<file path="config.mk">
export PLATFORM = sky130hd
export DESIGN_NAME = uart_receiver
export DESIGN_NICKNAME = d
export VERILOG_FILES = /design/src/rtl/uart_receiver.sv
export SDC_FILE = /design/constraint.sdc
export NUM_CORES = 1
export LEC_CHECK = 0
export BUFFER_PORTS_ARGS = -buffer_cell sky130_fd_sc_hd__buf_2
export CAP_MARGIN = 15
export CORE_ASPECT_RATIO = 1.25
export CORE_MARGIN = 4
export CORE_UTILIZATION = 40
export CTS_CLUSTER_DIAMETER = 60
export DETAILED_ROUTE_END_ITERATION = 6
export PLACE_DENSITY_LB_ADDON = 0.08
export RECOVER_POWER = 100
export SLEW_MARGIN = 15
export SYNTH_ARGS = -nofsm -noshare
export SYNTH_HDL_FRONTEND = slang
export SYNTH_SLANG_ARGS = --single-unit
</file>
<file path="constraint.sdc">
create_clock -name clk -period 4 [get_ports clk]
set_input_delay 0.6 -clock clk [delete_from_list [all_inputs] [get_ports clk]]
set_output_delay 0.6 -clock clk [all_outputs]
set_load 0.01 [all_outputs]
</file>
<file path="src/rtl/uart_receiver.sv">
// 8N1 UART receiver: synchronises RxD, samples each bit at mid-point, checks the stop bit
// and holds the byte in a single-entry register with a valid/ready handshake.
module uart_receiver #(
    parameter int unsigned clk_freq     = 50_000_000,
    parameter int unsigned baud_rate    = 115200,
    parameter int unsigned div_counter  = clk_freq / baud_rate,
    parameter int unsigned half_counter = div_counter / 2
) (
    input  logic       clk,
    input  logic       reset,
    input  logic       RxD,
    output logic [7:0] RxData,
    output logic       rx_valid,
    input  logic       rx_ready,
    output logic       busy,
    output logic       framing_error,
    output logic       overrun
);

    localparam int unsigned CNT_W = $clog2(div_counter);
    localparam logic [CNT_W-1:0] DIV_LAST  = CNT_W'(div_counter - 1);
    localparam logic [CNT_W-1:0] HALF_LAST = CNT_W'(half_counter - 1);

    typedef enum logic [2:0] {
        IDLE,
        START,
        DATA,
        STOP,
        WAIT_HIGH
    } state_t;

    state_t           state;
    logic             rxd_meta;
    logic             rxd_s;
    logic [CNT_W-1:0] cnt;
    logic [2:0]       bit_index;
    logic [7:0]       shift;

    // Two-flop synchroniser; the idle line level is high.
    always_ff @(posedge clk or negedge reset) begin
        if (!reset) begin
            rxd_meta <= 1'b1;
            rxd_s    <= 1'b1;
        end else begin
            rxd_meta <= RxD;
            rxd_s    <= rxd_meta;
        end
    end

    always_ff @(posedge clk or negedge reset) begin
        if (!reset) begin
            state         <= IDLE;
            cnt           <= '0;
            bit_index     <= '0;
            shift         <= '0;
            RxData        <= '0;
            rx_valid      <= 1'b0;
            busy          <= 1'b0;
            framing_error <= 1'b0;
            overrun       <= 1'b0;
        end else begin
            framing_error <= 1'b0;
            overrun       <= 1'b0;
            if (rx_valid && rx_ready) begin
                rx_valid <= 1'b0;
            end

            case (state)
                IDLE: begin
                    if (!rxd_s) begin
                        state <= START;
                        cnt   <= '0;
                        busy  <= 1'b1;
                    end
                end
                START: begin
                    if (cnt == HALF_LAST) begin
                        cnt <= '0;
                        if (!rxd_s) begin
                            state     <= DATA;
                            bit_index <= '0;
                        end else begin
                            // Start bit did not survive to mid-bit: treat as a glitch.
                            state <= IDLE;
                            busy  <= 1'b0;
                        end
                    end else begin
                        cnt <= cnt + CNT_W'(1);
                    end
                end
                DATA: begin
                    if (cnt == DIV_LAST) begin
                        cnt              <= '0;
                        shift[bit_index] <= rxd_s;
                        bit_index        <= bit_index + 3'd1;
                        if (bit_index == 3'd7) begin
                            state <= STOP;
                        end
                    end else begin
                        cnt <= cnt + CNT_W'(1);
                    end
                end
                STOP: begin
                    if (cnt == DIV_LAST) begin
                        cnt <= '0;
                        if (rxd_s) begin
                            // A new byte overwrites an unread one unless it is consumed on this edge.
                            RxData   <= shift;
                            rx_valid <= 1'b1;
                            overrun  <= rx_valid && !rx_ready;
                            state    <= IDLE;
                            busy     <= 1'b0;
                        end else begin
                            framing_error <= 1'b1;
                            state         <= WAIT_HIGH;
                        end
                    end else begin
                        cnt <= cnt + CNT_W'(1);
                    end
                end
                WAIT_HIGH: begin
                    // Hold off until a break releases so it is not seen as a new start bit.
                    if (rxd_s) begin
                        state <= IDLE;
                        busy  <= 1'b0;
                    end
                end
                default: begin
                    state <= IDLE;
                    busy  <= 1'b0;
                end
            endcase
        end
    end

endmodule
</file>
After elaboration in Yosys (flattened, before gate mapping)
Cells that the tools add are included.

word-level totals
  bits of input ports = 4
  word-level logic and storage cells = 79
  flip-flop bits (word level) = 37

operators by class
  bitwise gates (word level) = 1
  add/subtract/negate cells = 2
  eq/ne operators = 14
  muxes and demuxes = 35
  order comparisons = 2
  reductions and logical operators = 14

operators by type and width
  cell                                                               number
  two-way mux 3 bit                                                  10
  two-way mux 9 bit                                                  3
  one-hot mux 9 bit (3 select lines)                                 1
  two-way mux 1 bit                                                  15
  one-hot mux 3 bit (5 select lines)                                 1
  inequality test 2 bit, second input constant                       7
  adder 9 x 1 -> 9 bit, second input constant                        1
  == test 9 x 8 -> 1 bit, second input constant                      1
  == test 9 bit, second input constant                               1
  bitwise mux 8 bit                                                  1
  AND reduction 4 bit                                                2
  == test 3 x 2 -> 1 bit, second input constant                      2
  == test 3 bit, second input constant                               2
  one-hot mux 3 bit (2 select lines)                                 1
  AND reduction 6 bit                                                1
  one-hot mux 1 bit (5 select lines)                                 1
  < comparator 3 x 4 -> 1 bit, second input constant                 1
  AND reduction 2 bit                                                2
  adder 3 x 1 -> 3 bit, second input constant                        1
  demux 1 bit (select 3 bit)                                         1
  == test 3 x 1 -> 1 bit, second input constant                      1
  greater-or-equal comparator 3 x 1 -> 1 bit, second input constant  1
  logical AND 1 bit                                                  3
  zero test 3 bit                                                    1
  7 further kinds                                                    7

Depth between registers and ports, before layout
  word-level depth = 5
  gate-level depth with buffers = 7
  depth with buffers taken out = 6

Least setup slack after synthesis
Ideal clock, no wire load.

  kind = reg-to-reg
  from = register cnt[3]
  to = register RxData[0]
  data arrival time = 1.835 ns
  setup time = 0.125 ns
  stages on the path, launching flop included = 7
  data required time = 3.875 ns
  slack = 2.040 ns
  path buffers = 2
  cells stage by stage = dfrtp_1 -> buf_6 -> or4b_4 -> nor2_1 -> and4_1 -> buf_4 -> mux2_2

on the way
  word-level cells in the longest chain between the ends = 2

ends and longest elaborated chain
  element                        RTL line  source
  from (decl)                    35        logic [CNT_W-1:0] cnt;
  from (signal assigned)         88        cnt <= cnt + CNT_W'(1);
  from (signal assigned)         100       cnt <= cnt + CNT_W'(1);
  from (signal assigned)         118       cnt <= cnt + CNT_W'(1);
  == test 9 bit                  104       if (cnt == DIV_LAST) begin
  AND reduction 3 bit (no line)  n/a
  to (signal assigned)           108       RxData <= shift;
  to (decl)                      12        output logic [7:0] RxData,

No other way between the ends.
A chain may end at the register's enable or synchronous reset.

Worst setup path after layout
  from = register cnt[6]
  to = register shift[4]

on the way
  word-level cells in the longest chain between the ends = 2

ends and longest elaborated chain
  element                          RTL line  source
  == test 9 bit                    92        if (cnt == DIV_LAST) begin
  AND reduction 2 bit (no line)    n/a
  to (signal, indexed assignment)  94        shift[bit_index] <= rxd_s;
  to (decl)                        37        logic [7:0] shift;

No other way between the ends.

==> results.yml <==
die:
  io_pins: 16
  core_area_sq_um: 4425
  rows: 27
  initial_utilization: 0.4165
  fp.dieH_um: 83.89
  die-width_um: 68.71
  dieArea_sq_um: 5764
power:
  powerDensity_nw_per_um2: 355.1
  vdd_drop_max_mv: 0.1883
  intPower_uw: 580.3
  p_total_uw: 720.6
  p_seq_frac: 0.525
  swShare: 0.1947
  leakage_uw: 0.0009066
  comb_power_share: 0.014
  clockPowerShare: 0.461
  switchingPower_uw: 140.3
timing:
  fin_crit_ps: 2458
  tightest_slew_ps: 1962
  finalWorstSetupSlack_ps: 1542
  drv_slew: 38
  slew_headroom: -0.3081
  max_freq_ghz: 0.4068
  rsz0062_at_grt: "no"
  finalCritPeriodShare: 0.6146
  setup_violations: 0
  setup_tns_ps: 0
  clock_skew_ps: 4.429
  hold_viol: 0
synth:
  netlist_area_sq_um: 1843
  yosysTopAreaCellShare: 0.4752
  yosysMostFrequentCell: "dfrtp_1"
  synth_top_area_cell: "dfrtp_1"
  syn_avg_cell_area_sq_um: 10.91
  ys_ff_latch: 37
  ys_types: 45
  yosys_warnings: 0
  ys_async_sr_fraction: 1.000
  seq_area_frac_synth: 0.5037
  synth_commonest_cells: "dfrtp_1 (35), nand2_1 (15), mux2_2 (13)"
  synth_cells: 169
  synth_flop_cell: "dfrtp_1"
  synth_edf_count: 0
  synthesis.nets: 178
  yosys-top-cells-area: "dfrtp_1 (48%), mux2_2 (7.9%), ha_1 (3.4%)"
cts:
  cts_setup_buffers: 0
  clkLatencyLatePin_ps: 280
  clkTransAtPathRegs_ps: 70
  tritoncts: "done"
  clockBufferDepth: 2
  cts-resized-gates: 0
  ctsHtreeMaxLevel: 2
  cts_sinks: 37
  cts_root_buf: "clkbuf_8"
  numCtsBuffers: 5
  hold_buffers: 0
job:
  cap_violations: 1
detailed_routing:
  drc: 0
  drtIter0Drc: 56
  via_per_inst: 5.407
  wirelength_mm: 3.601
  vias: 1314
  antenna_left: 0
  first_pass_iters: 4
  wire_per_inst_um: 14.82
critical_path:
  crit_path_start_kind: "flip-flop"
  crit_required_ps: 4160
  worstPathMaxFanout: 8
  end_kind: "flip-flop"
  worst-endpoint-arrival_ps: 2620
  crit_type: "reg -> reg"
place:
  dpl_worst_slack_ps: 1773
  port_buffers: 15
  dp_hpwl_mm: 2.535
  gp_congestion: 0.8094
cells_and_area:
  multi_input_area_sq_um: 819.5
  nets: 193
  drive_above_1_share: 0.1622
  post-route-util: 0.4586
  fillers: 439
  area_growth_pct: 10.12
  diodes: 0
  register_area_sq_um: 928.4
global_routing:
  grt.total_usage: 0.1415
  gr-total-overflow: 0
  grt_pass1_vias: 1343
  grt_pass1_wl_mm: 6.251
  grt_max_degree: 38
  antenna_found_initial: 0
min_path:
  min_path_type: "reg -> reg"
run_status:
  violations: "capacitance limit, slew limit"
  status: "finished, violations left"
-- metrics by stage --
stage	hold slack (ps)	std cells	area (sq um)
after floorplan	304.4	169	1843
after global placement	345.4	235	1956
after detailed placement	347.5	235	1956
after CTS	358.4	243	2076
after global routing	367.7	243	2029
final	357.3	243	2029
-- path summary, 6_finish.rpt --
kind                                   to      from  cells past startpoint  slack [ps]
min in group asynchronous       RxData[5]     reset                      1         860
worst min-delay path                rxd_s  rxd_meta                      0         360
worst max-delay path             shift[4]    cnt[6]                      4        1540
worst max register to register   shift[4]    cnt[6]                      4        1540
max in group asynchronous          cnt[6]     reset                      1        2010
worst min register to register      rxd_s  rxd_meta                      0         360
-- cell families after synthesis --
| family | share of synthesized area |
|---|---|
| buf+inv | 0.03530 |
| mux | 0.09776 |
| flops | 0.5037 |
| simple gates | 0.1989 |
| compound gates | 0.1249 |
| fa+ha+maj | 0.03938 |
-- cell type report --
type | count | area share
clock buffer | 6 | 0.04069
timing repair buffer | 16 | 0.03268
tap | 58 | 0.03576
sequential | 37 | 0.4575
inverter | 6 | 0.01110
clock inverter | 2 | 0.01850
multi-input combinational | 118 | 0.4038
-- registers in the layout (all words and copies together), names as in the netlist --
| name | cells |
|---|---|
| framing_error | 1 |
| bit_index | 3 |
| overrun | 1 |
| shift | 8 |
| rx_valid | 1 |
| busy | 1 |
| RxData | 8 |
| state | 3 |
| rxd_meta | 1 |
| rxd_s | 1 |
| cnt | 9 |
-- metal layers --
layer | global-route usage | wire length [um] | share of wire
met5 | 0 | 0 | 0
met1 | 0.1623 | 1488 | 0.41
met3 | 0.03774 | 130 | 0.036
met2 | 0.2415 | 1928 | 0.54
met4 | 0.05496 | 53 | 0.015
-- power by group through the flow --
stage                     clock network [uW]  registers (uW)  logic (uW)
after detailed placement                   0             386        10.9
after global placement                     0             386        10.6
after CTS                                348             378        10.9
after floorplan                            0             383        3.95
after global routing                     361             379        12.1
final                                    332             378        10.1
-- worst max-delay path, cell delays in order, from the launching register on --
cell and delay [ps]:
dfrtp_1 460, or4b_1 590, nor4_1 790, nand3b_1 160, mux2_1 340
-- cells in the final DEF (no fill, tap or decap), types with 2 or more instances in the layout --
master and count:
nor3b_1 2, dfrtp_1 35, o21ai_0 8, clkbuf_1 13, nor4_1 2, mux2_1 3, a21o_1 2, clkbuf_8 6
dfstp_2 2, nand4_1 3, nand3b_1 2, nor2b_1 2, a21boi_0 2, nand3_1 6, nor2_1 11, o211ai_1 5
and4_1 2, or3_1 2, nor3_1 3, ha_1 5, mux2_2 13, a22o_1 2, or2_2 2, a21oi_1 6
or4b_1 3, buf_2 2, inv_1 6, a22oi_1 2, nand4b_1 2, o22ai_1 3, nand2_1 15
Note: power is estimated with default switching activity, not from simulation.
